`config.mk`:
```
export PLATFORM = sky130hd
export DESIGN_NAME = reset_sched
export DESIGN_NICKNAME = d
export VERILOG_FILES = /design/src/rtl/sysctrl_pkg.sv /design/src/rtl/reset_sched_wdt.sv /design/src/rtl/reset_sched.sv
export SDC_FILE = /design/constraint.sdc
export NUM_CORES = 1
export LEC_CHECK = 0
export CAP_MARGIN = 20
export CORE_ASPECT_RATIO = 0.5
export CORE_MARGIN = 2
export CORE_UTILIZATION = 30
export CTS_BUF_LIST = sky130_fd_sc_hd__clkbuf_4 sky130_fd_sc_hd__clkbuf_8
export DETAILED_ROUTE_END_ITERATION = 8
export PLACE_DENSITY = 0.59
export SLEW_MARGIN = 20
export SYNTH_ARGS = -nofsm -noshare
export SYNTH_HDL_FRONTEND = slang
export SYNTH_HIERARCHICAL = 1
export SYNTH_SLANG_ARGS = --single-unit
export TNS_END_PERCENT = 10
```
`constraint.sdc`:
```
create_clock -name sysclk -period 2.75 [get_ports sysclk]
set_input_delay 0.825 -clock sysclk [delete_from_list [all_inputs] [get_ports sysclk]]
set_output_delay 0.825 -clock sysclk [all_outputs]
set_load 0.02 [all_outputs]
```
`src/rtl/sysctrl_pkg.sv`:
```
// Shared definitions for the system-controller reset scheduler:
// FSM state encoding, request source slots and default timing constants.
package sysctrl_pkg;

    typedef enum logic [2:0] {
        IDLE    = 3'd0,
        PULSE   = 3'd1,
        WAIT_HI = 3'd2,
        WAIT_LO = 3'd3,
        HOLDOFF = 3'd4
    } state_t;

    // Request source slots in req / req_mask / cause
    localparam int SRC_ESP = 0;
    localparam int SRC_KBD = 1;
    localparam int SRC_WDT = 2;
    localparam int SRC_SW  = 3;

    localparam int NREQ_DEF        = 4;
    localparam int PULSE_LEN_DEF   = 4;
    localparam int ACK_TIMEOUT_DEF = 1024;
    localparam int HOLDOFF_CYC_DEF = 256;
    localparam int WDT_W_DEF       = 24;

    // Counter width for a count up to max_val: one spare bit above log2
    function automatic int cnt_w(input int max_val);
        return $clog2(max_val) + 1;
    endfunction

endpackage

```
`src/rtl/reset_sched_wdt.sv`:
```
// Watchdog counter for the reset scheduler. Raises wdt_fire for one cycle
// when the counter reaches all-ones, then restarts from zero. Instantiated
// by reset_sched only when RESET_SCHED_WATCHDOG_EN is defined.
module reset_sched_wdt #(
    parameter int WDT_W = 24
) (
    input  logic sysclk,
    input  logic reset_n,
    input  logic wdt_en,
    input  logic wdt_kick,
    input  logic busy,
    output logic wdt_fire
);

    logic [WDT_W-1:0] cnt;

    // Fire on terminal count; suppressed whenever the counter is being cleared
    assign wdt_fire = wdt_en & ~wdt_kick & ~busy & (&cnt);

    // Count while enabled and idle; clear on disable, kick, busy or terminal count
    always_ff @(posedge sysclk) begin
        // NOTE: sequential state uses non-blocking assignments so every
        // register samples the pre-edge values of its inputs.
        if (!reset_n) begin
            cnt <= '0;
        end else if (!wdt_en || wdt_kick || busy || (&cnt)) begin
            cnt <= '0;
        end else begin
            cnt <= cnt + 1'b1;
        end
    end

endmodule

```
`src/rtl/reset_sched.sv`:
```
// Reset scheduler: turns rising edges on several reset-request sources into
// a single fixed-length reset_req pulse, records the cause, confirms the
// system reset went high then low (or flags a timeout) and then ignores new
// requests for a hold-off window.
// Optional watchdog source on slot 2: define RESET_SCHED_WATCHDOG_EN.
module reset_sched
    import sysctrl_pkg::*;
#(
    parameter int NREQ        = NREQ_DEF,
    parameter int PULSE_LEN   = PULSE_LEN_DEF,
    parameter int ACK_TIMEOUT = ACK_TIMEOUT_DEF,
    parameter int HOLDOFF_CYC = HOLDOFF_CYC_DEF,
    parameter int WDT_W       = WDT_W_DEF
) (
    input  logic            sysclk,
    input  logic            reset_n,
    input  logic [NREQ-1:0] req,
    input  logic [NREQ-1:0] req_mask,
    input  logic            sys_reset,
    input  logic            cause_clr,
    input  logic            wdt_en,
    input  logic            wdt_kick,
    output logic            reset_req,
    output logic            busy,
    output logic [NREQ-1:0] cause,
    output logic            cause_valid,
    output logic            ack_err
);

    localparam int PCW = cnt_w(PULSE_LEN);
    localparam int TCW = cnt_w(ACK_TIMEOUT);
    localparam int HCW = cnt_w(HOLDOFF_CYC);

    localparam logic [PCW-1:0] PULSE_LAST   = PCW'(PULSE_LEN - 1);
    localparam logic [TCW-1:0] TIMEOUT_LAST = TCW'(ACK_TIMEOUT - 1);
    localparam logic [HCW-1:0] HOLDOFF_LAST = HCW'(HOLDOFF_CYC - 1);

    state_t          state;
    logic [NREQ-1:0] req_eff;
    logic [NREQ-1:0] req_q;
    logic [NREQ-1:0] wdt_vec;
    logic [NREQ-1:0] edge_v;
    logic [NREQ-1:0] pending;
    logic            armed;
    logic [PCW-1:0]  pcnt;
    logic [TCW-1:0]  tcnt;
    logic [HCW-1:0]  hcnt;
    logic            ack_timeout;

    assign busy = (state != IDLE);

`ifdef RESET_SCHED_WATCHDOG_EN
    logic wdt_fire;
    logic unused_req_wdt;

    reset_sched_wdt #(
        .WDT_W (WDT_W)
    ) u_wdt (
        .sysclk   (sysclk),
        .reset_n  (reset_n),
        .wdt_en   (wdt_en),
        .wdt_kick (wdt_kick),
        .busy     (busy),
        .wdt_fire (wdt_fire)
    );

    // The watchdog owns slot 2: the external level there is ignored
    always_comb begin
        // NOTE: every always_comb output gets a default first so no path
        // leaves it unassigned and no latch is inferred.
        req_eff          = req;
        req_eff[SRC_WDT] = 1'b0;
        wdt_vec          = '0;
        wdt_vec[SRC_WDT] = wdt_fire;
    end

    assign unused_req_wdt = req[SRC_WDT];
`else
    localparam int unused_wdt_w = WDT_W;
    logic unused_wdt;

    // Without the watchdog every slot is an ordinary external request
    always_comb begin
        req_eff = req;
        wdt_vec = '0;
    end

    assign unused_wdt = wdt_en ^ wdt_kick;
`endif

    // Rising-edge detect; gated off for the first cycle after reset so a
    // level held through reset does not count as a new request
    always_comb begin
        edge_v = '0;
        if (armed) begin
            edge_v = ((req_eff & ~req_q) | wdt_vec) & ~req_mask;
        end
    end

    // Shared WAIT_HI/WAIT_LO timeout counter has reached its terminal count
    assign ack_timeout = (tcnt >= TIMEOUT_LAST);

    // Sequencer FSM with registered outputs, edge history and counters
    always_ff @(posedge sysclk) begin
        if (!reset_n) begin
            state       <= IDLE;
            req_q       <= '0;
            armed       <= 1'b0;
            pending     <= '0;
            reset_req   <= 1'b0;
            cause       <= '0;
            cause_valid <= 1'b0;
            ack_err     <= 1'b0;
            pcnt        <= '0;
            tcnt        <= '0;
            hcnt        <= '0;
        end else begin
            armed   <= 1'b1;
            req_q   <= req_eff;
            pending <= '0;

            // A capture later in this block overrides the clear
            if (cause_clr) begin
                cause       <= '0;
                cause_valid <= 1'b0;
            end

            unique case (state)
                IDLE: begin
                    if (|pending) begin
                        cause       <= pending;
                        cause_valid <= 1'b1;
                        ack_err     <= 1'b0;
                        reset_req   <= 1'b1;
                        pcnt        <= '0;
                        state       <= PULSE;
                    end else begin
                        pending <= pending | edge_v;
                    end
                end

                PULSE: begin
                    if (pcnt == PULSE_LAST) begin
                        reset_req <= 1'b0;
                        tcnt      <= '0;
                        state     <= WAIT_HI;
                    end else begin
                        pcnt <= pcnt + 1'b1;
                    end
                end

                WAIT_HI, WAIT_LO: begin
                    if (!ack_timeout) begin
                        tcnt <= tcnt + 1'b1;
                    end
                    if (state == WAIT_HI && sys_reset) begin
                        state <= WAIT_LO;
                    end else if (state == WAIT_LO && !sys_reset) begin
                        hcnt  <= '0;
                        state <= HOLDOFF;
                    end else if (ack_timeout) begin
                        ack_err <= 1'b1;
                        hcnt    <= '0;
                        state   <= HOLDOFF;
                    end
                end

                HOLDOFF: begin
                    if (hcnt == HOLDOFF_LAST) begin
                        state <= IDLE;
                    end else begin
                        hcnt <= hcnt + 1'b1;
                    end
                end

                default: state <= IDLE;
            endcase
        end
    end

endmodule

```
* Word level (Yosys, flattened, before mapping)
Index checks and enable logic that the tools add are counted.
** Storage, ports and cells
- Flip-flop bits (word level) :: 42
- Logic and storage cells :: 91
** Operators by class
- Add/subtract/negate cells :: 3
- Order comparisons :: 1
- Equal/unequal tests :: 17
- Muxes and demuxes :: 34
- Bitwise gates (word level) :: 7
- Reductions and logical operators :: 18
** Operator list (number)
- 2-to-1 mux 9 bit :: 4
- 2-to-1 mux 3 bit :: 8
- 2-to-1 mux 11 bit :: 2
- one-hot mux 11 bit (2 select lines) :: 1
- inequality test 2 bit, second input constant :: 9
- one-hot mux 9 bit (2 select lines) :: 1
- 2-to-1 mux 4 bit :: 4
- one-hot mux 3 bit (4 select lines) :: 1
- adder 11 x 1 -> 11 bit, second input constant :: 1
- greater-or-equal comparator 11 x 10 -> 1 bit, second input constant :: 1
- 2-to-1 mux 1 bit :: 10
- adder 9 x 1 -> 9 bit, second input constant :: 1
- equality test 3 x 2 -> 1 bit, second input constant :: 3
- equality test 9 x 8 -> 1 bit, second input constant :: 1
- AND reduction 3 bit :: 3
- bitwise AND 4 bit :: 2
- NOT 4 bit :: 2
- AND reduction 4 bit :: 2
- nonzero test 2 bit :: 4
- one-hot mux 3 bit (2 select lines) :: 1
- OR reduction 6 bit :: 1
- AND reduction 5 bit :: 1
- inequality test 4 bit, second input constant :: 1
- bitwise OR 4 bit :: 1
- other kinds (12) :: 15

* Depth between registers and ports, before layout
- Depth in word-level cells :: 5
- Gate-level depth with buffers :: 8
- Gate-level depth less buffers :: 8

* Worst setup path after synthesis
OpenSTA, ideal clock, no wires.
- Path type :: register to register
- Start point :: register hcnt[0]
- End point :: register hcnt[7]
- Setup time :: 0.072 ns
- Data arrival time :: 1.934 ns
- Path slack :: 0.744 ns
- Stages on the path, launching flop included :: 9
- Path through :: dfxtp_1 -> ha_1 -> nand3_1 -> nor3_1 -> ha_1 -> or4b_1 -> nor4_1 -> a211oi_1 -> a21oi_1
** Between the ends
- Cells in the longest elaborated chain, start to end :: 3
- Elaborated cells on any way between the ends :: 6
- Those cells by class :: 1 x add/sub; 2 x eq/ne; 2 x mux; 1 x reduce/logical
** Ends and longest elaborated chain
- start, declared :: RTL line reset_sched.sv:47 : logic [HCW-1:0] hcnt;
- start signal, assigned :: RTL line reset_sched.sv:172 : hcnt <= hcnt + 1'b1;
- adder 9 x 1 -> 9 bit or equality test 9 x 8 -> 1 bit (tied branches) :: RTL line reset_sched.sv:172, reset_sched.sv:169
- 2-to-1 mux 9 bit or inequality test 2 bit (tied branches)
- one-hot mux 9 bit (2 select lines) or AND reduction 4 bit (tied branches)
Several ways; a longest one is shown, not always the timed one. The select of a mux whose other input is x is not followed.
A chain may end at the register's enable or synchronous reset.

* Final worst setup path
- Start point :: register state[0]
- End point :: output busy
** Between the ends
- Cells in the longest elaborated chain, start to end :: 1
** Ends and longest elaborated chain
- start, declared :: RTL line reset_sched.sv:38 : state_t state;
- start signal, assigned :: RTL line reset_sched.sv:106 : state <= IDLE;
- start signal, assigned :: RTL line reset_sched.sv:136 : state <= PULSE;
- start signal, assigned :: RTL line reset_sched.sv:146 : state <= WAIT_HI;
- nonzero test 3 bit :: RTL line reset_sched.sv:50 : assign busy = (state != IDLE);
- end, declared :: RTL line reset_sched.sv:24 : output logic busy,
Every way passes these cells.

==> reports/results.txt <==
Status - finished clean
Non-filler cells, final - 342
Pleak - 0.827 nW
Post-Syn Area per Cell - 8.70 sq um
Sw Ratio - 0.315
Drt pass-1 iters - 4
Setup TNS - 0 ns
Comb power frac - 0.254
Die width - 120 um
Placed cells - 334
Total number of H-tree levels - 2
Die footprint - 7440 sq um
Critical Path Fanout Max - 12
Slowest stage delay, CP - 0.60 ns
Power Internal - 0.00109 W
Async set-reset flop share out of synthesis - 0
Number of antenna violations at the first check in global routing - 0
Clock Tree Buf Depth - 2
Mapped cell area - 2020 sq um
Setup Buffers After CTS - 0
FF-to-FF path depth - 8
Clock sink total - 42
Number of max-cap violations - 0
Tmin final - 2.48 ns
Vert. Die Dim - 62.0 um
Slew @ Worst Pin - 0.573 ns
Clock Pin Slew Worst Setup and Hold Paths - 0.08 ns
Hold crit path type - flip-flop to flip-flop
Clk Latency, worst-skew pair - 0.29 ns
Iteration-0 DRC count of the detailed router - 104
Total global-route track usage - 0.119
Cell variety after synth - 49
Crit Path Class - flip-flop to output pin
Crit path max-delay family - buffers and inverters
Final Hold Fails - 0
Finished Core Util - 0.364
Seq cells post-synth - 42
Fraction of layout cells with a size suffix above 1 - 0.0720
Final nets - 268
Core box area - 6600 sq um
Final Max Tran Viols - 0
Hold Path Stages - 2
Startpoint types - flip-flop
Fin crit share - 0.902
Register area share after synthesis - 0.416
DP HPWL - 2970 um
Clock buffers created by TritonCTS - 5
CP endpoint kind - output pin
I/O Buffers - 19
Vias in the first global route - 1539
Starting density of the core - 0.306
Top Ports - 22
DRC - 0
Clock Skews - 0.00445 ns
Synth-to-Final Area Change - 19.0%
Reg power frac - 0.438
DRT Wirelength - 4280 um
Req. time, crit path - 1.93 ns
Worst path depth - 3
Clk Tree Root Cell - clkbuf_8
Most frequent cells in the layout - dfxtp_1, a21oi_1, nand2_1, nor2_1, clkdlybuf4s50_1
N_diodes - 0
Clk pwr share - 0.308
Final-report setup violation count - 0
Cell Chain, Critical Path - nor3_2, inv_1, clkdlybuf4s50_1
Top FF cell, synth - dfxtp_1
Post-Syn Instances - 232
Final ANT Viol Nets - 0
Routability cong. - 0.813
CP max stage cell - clkdlybuf4s50_1
Crit path DAT - 1.66 ns
Routed len/inst - 12.5 um
P_sw - 0.000502 W
Overflow after GRT - 0
Most common cell after layout, fill and taps aside - dfxtp_1
Hold_buf cts - 0
Row cnt - 21
Pwr dens - 663 nW/um^2
Avg Vias per Cell - 5.23
Largest net degree at the start of global routing - 29
Crit path buffers/inverters - 2
Worst IR drop on VDD - 0.314 mV
Syn nets - 251
Yosys Warn Count - 6
Slew Limit Headroom - 0.608
Pwr Total - 0.00159 W
Post-cts gate resize count - 0
Fmax - 0.403 GHz
Vias - 1787
First-pass GRT wire length - 6990 um
RSZ-0062 raised after global routing - false
Post-synth EDFFs - 0
CTS tree - done
## worst paths after layout
path | startpoint | endpoint | slack (ns)
setup / recovery | state[0] | busy | 0.27
hold / removal | ack_err | ack_err | 0.47
setup reg to reg | hcnt[0] | hcnt[7] | 0.48
hold reg to reg | ack_err | ack_err | 0.47
## power by group through the flow
stage	logic [W]	clock network, W	registers, W
global placement	0.000398	0	0.000708
detailed placement	0.000405	0	0.000712
CTS	0.000407	0.000503	0.000697
global route	0.000450	0.000529	0.000705
floorplan	0.000291	0	0.000703
finish	0.000405	0.000491	0.000697
## layer usage
metal / up-vias / GRT usage / share of wire
met4: 0 / 0.0403 / 0.011
met3: 5 / 0.0328 / 0.037
met5: - / 0 / 0
met2: 32 / 0.215 / 0.46
met1: 848 / 0.141 / 0.49
li1: 902 / - / -
## sequential cells by signal, indices dropped and copies added (netlist names)
name / count
state: 3
reset_req: 1
armed: 1
cause: 4
pcnt: 3
pending: 4
tcnt: 11
hcnt: 9
req_q: 4
cause_valid: 1
ack_err: 1
## stage by stage
stage | hold WS [ns] | instance area, sq um | setup slack, ns
final | 0.467 | 2400 | 0.269
after global routing | 0.494 | 2400 | 0.185
after CTS | 0.466 | 2400 | 0.256
after detailed placement | 0.455 | 2290 | 0.356
after global placement | 0.443 | 2290 | 0.399
after floorplan | 0.435 | 2020 | 0.744
## area by class of cell
cell class	count	area (sq um)
Fill cell	673	4190
Multi-Input combinational cell	171	1090
Sequential cell	42	841
Timing Repair Buffer	22	213
Tap cell	92	115
Clock buffer	5	68.8
Clock inverter	3	45.0
Inverter	7	26.3
## synth_stat cells, types with 2 or more instances
master     count  area [sq um]
a21oi_1       26           130
nor2_1        19          71.3
ha_1           5          62.6
and3_1         2          12.5
a211oi_1       2          15.0
o21ai_0        9          45.0
o2111ai_1      2          17.5
a22oi_1        5          37.5
o221a_1        2          22.5
nor3b_1        2          15.0
clkbuf_1       6          22.5
dfxtp_1       42           841
a31oi_1        7          43.8
and2_1         5          31.3
o211a_1        2          20.0
nor4_1         2          12.5
nor3_1         4          20.0
nor4bb_1       4          40.0
o211ai_1       3          22.5
or4b_1         2          20.0
nand2_1       19          71.3
mux2i_1        2          20.0
nand3b_1       2          15.0
inv_1          6          22.5
o22ai_1        2          12.5
nand2b_1       5          31.3
nand4_1        3          18.8
and4_1         3          26.3
nand3_1       15          75.1
buf_2          5          25.0
## tightest hold or removal path, cell delays in order, from the launching register on
cell and delay (ns):
dfxtp_1 0.32, nand2_1 0.05, a21oi_1 0.05
## kinds of logic (layout without fill, tap and decap cells)
| logic type | after synthesis | after routing | share of synthesized area |
|---|---|---|---|
| buffers and inverters | 19 | 37 | 0.0421 |
| adders and majority gates | 5 | 5 | 0.0310 |
| and+or+nand+nor | 94 | 94 | 0.261 |
| muxes | 2 | 2 | 0.00991 |
| DFF | 42 | 42 | 0.416 |
| AOI/OAI and AO/OA | 70 | 70 | 0.239 |
No activity file was read; power rests on OpenSTA's default activity.
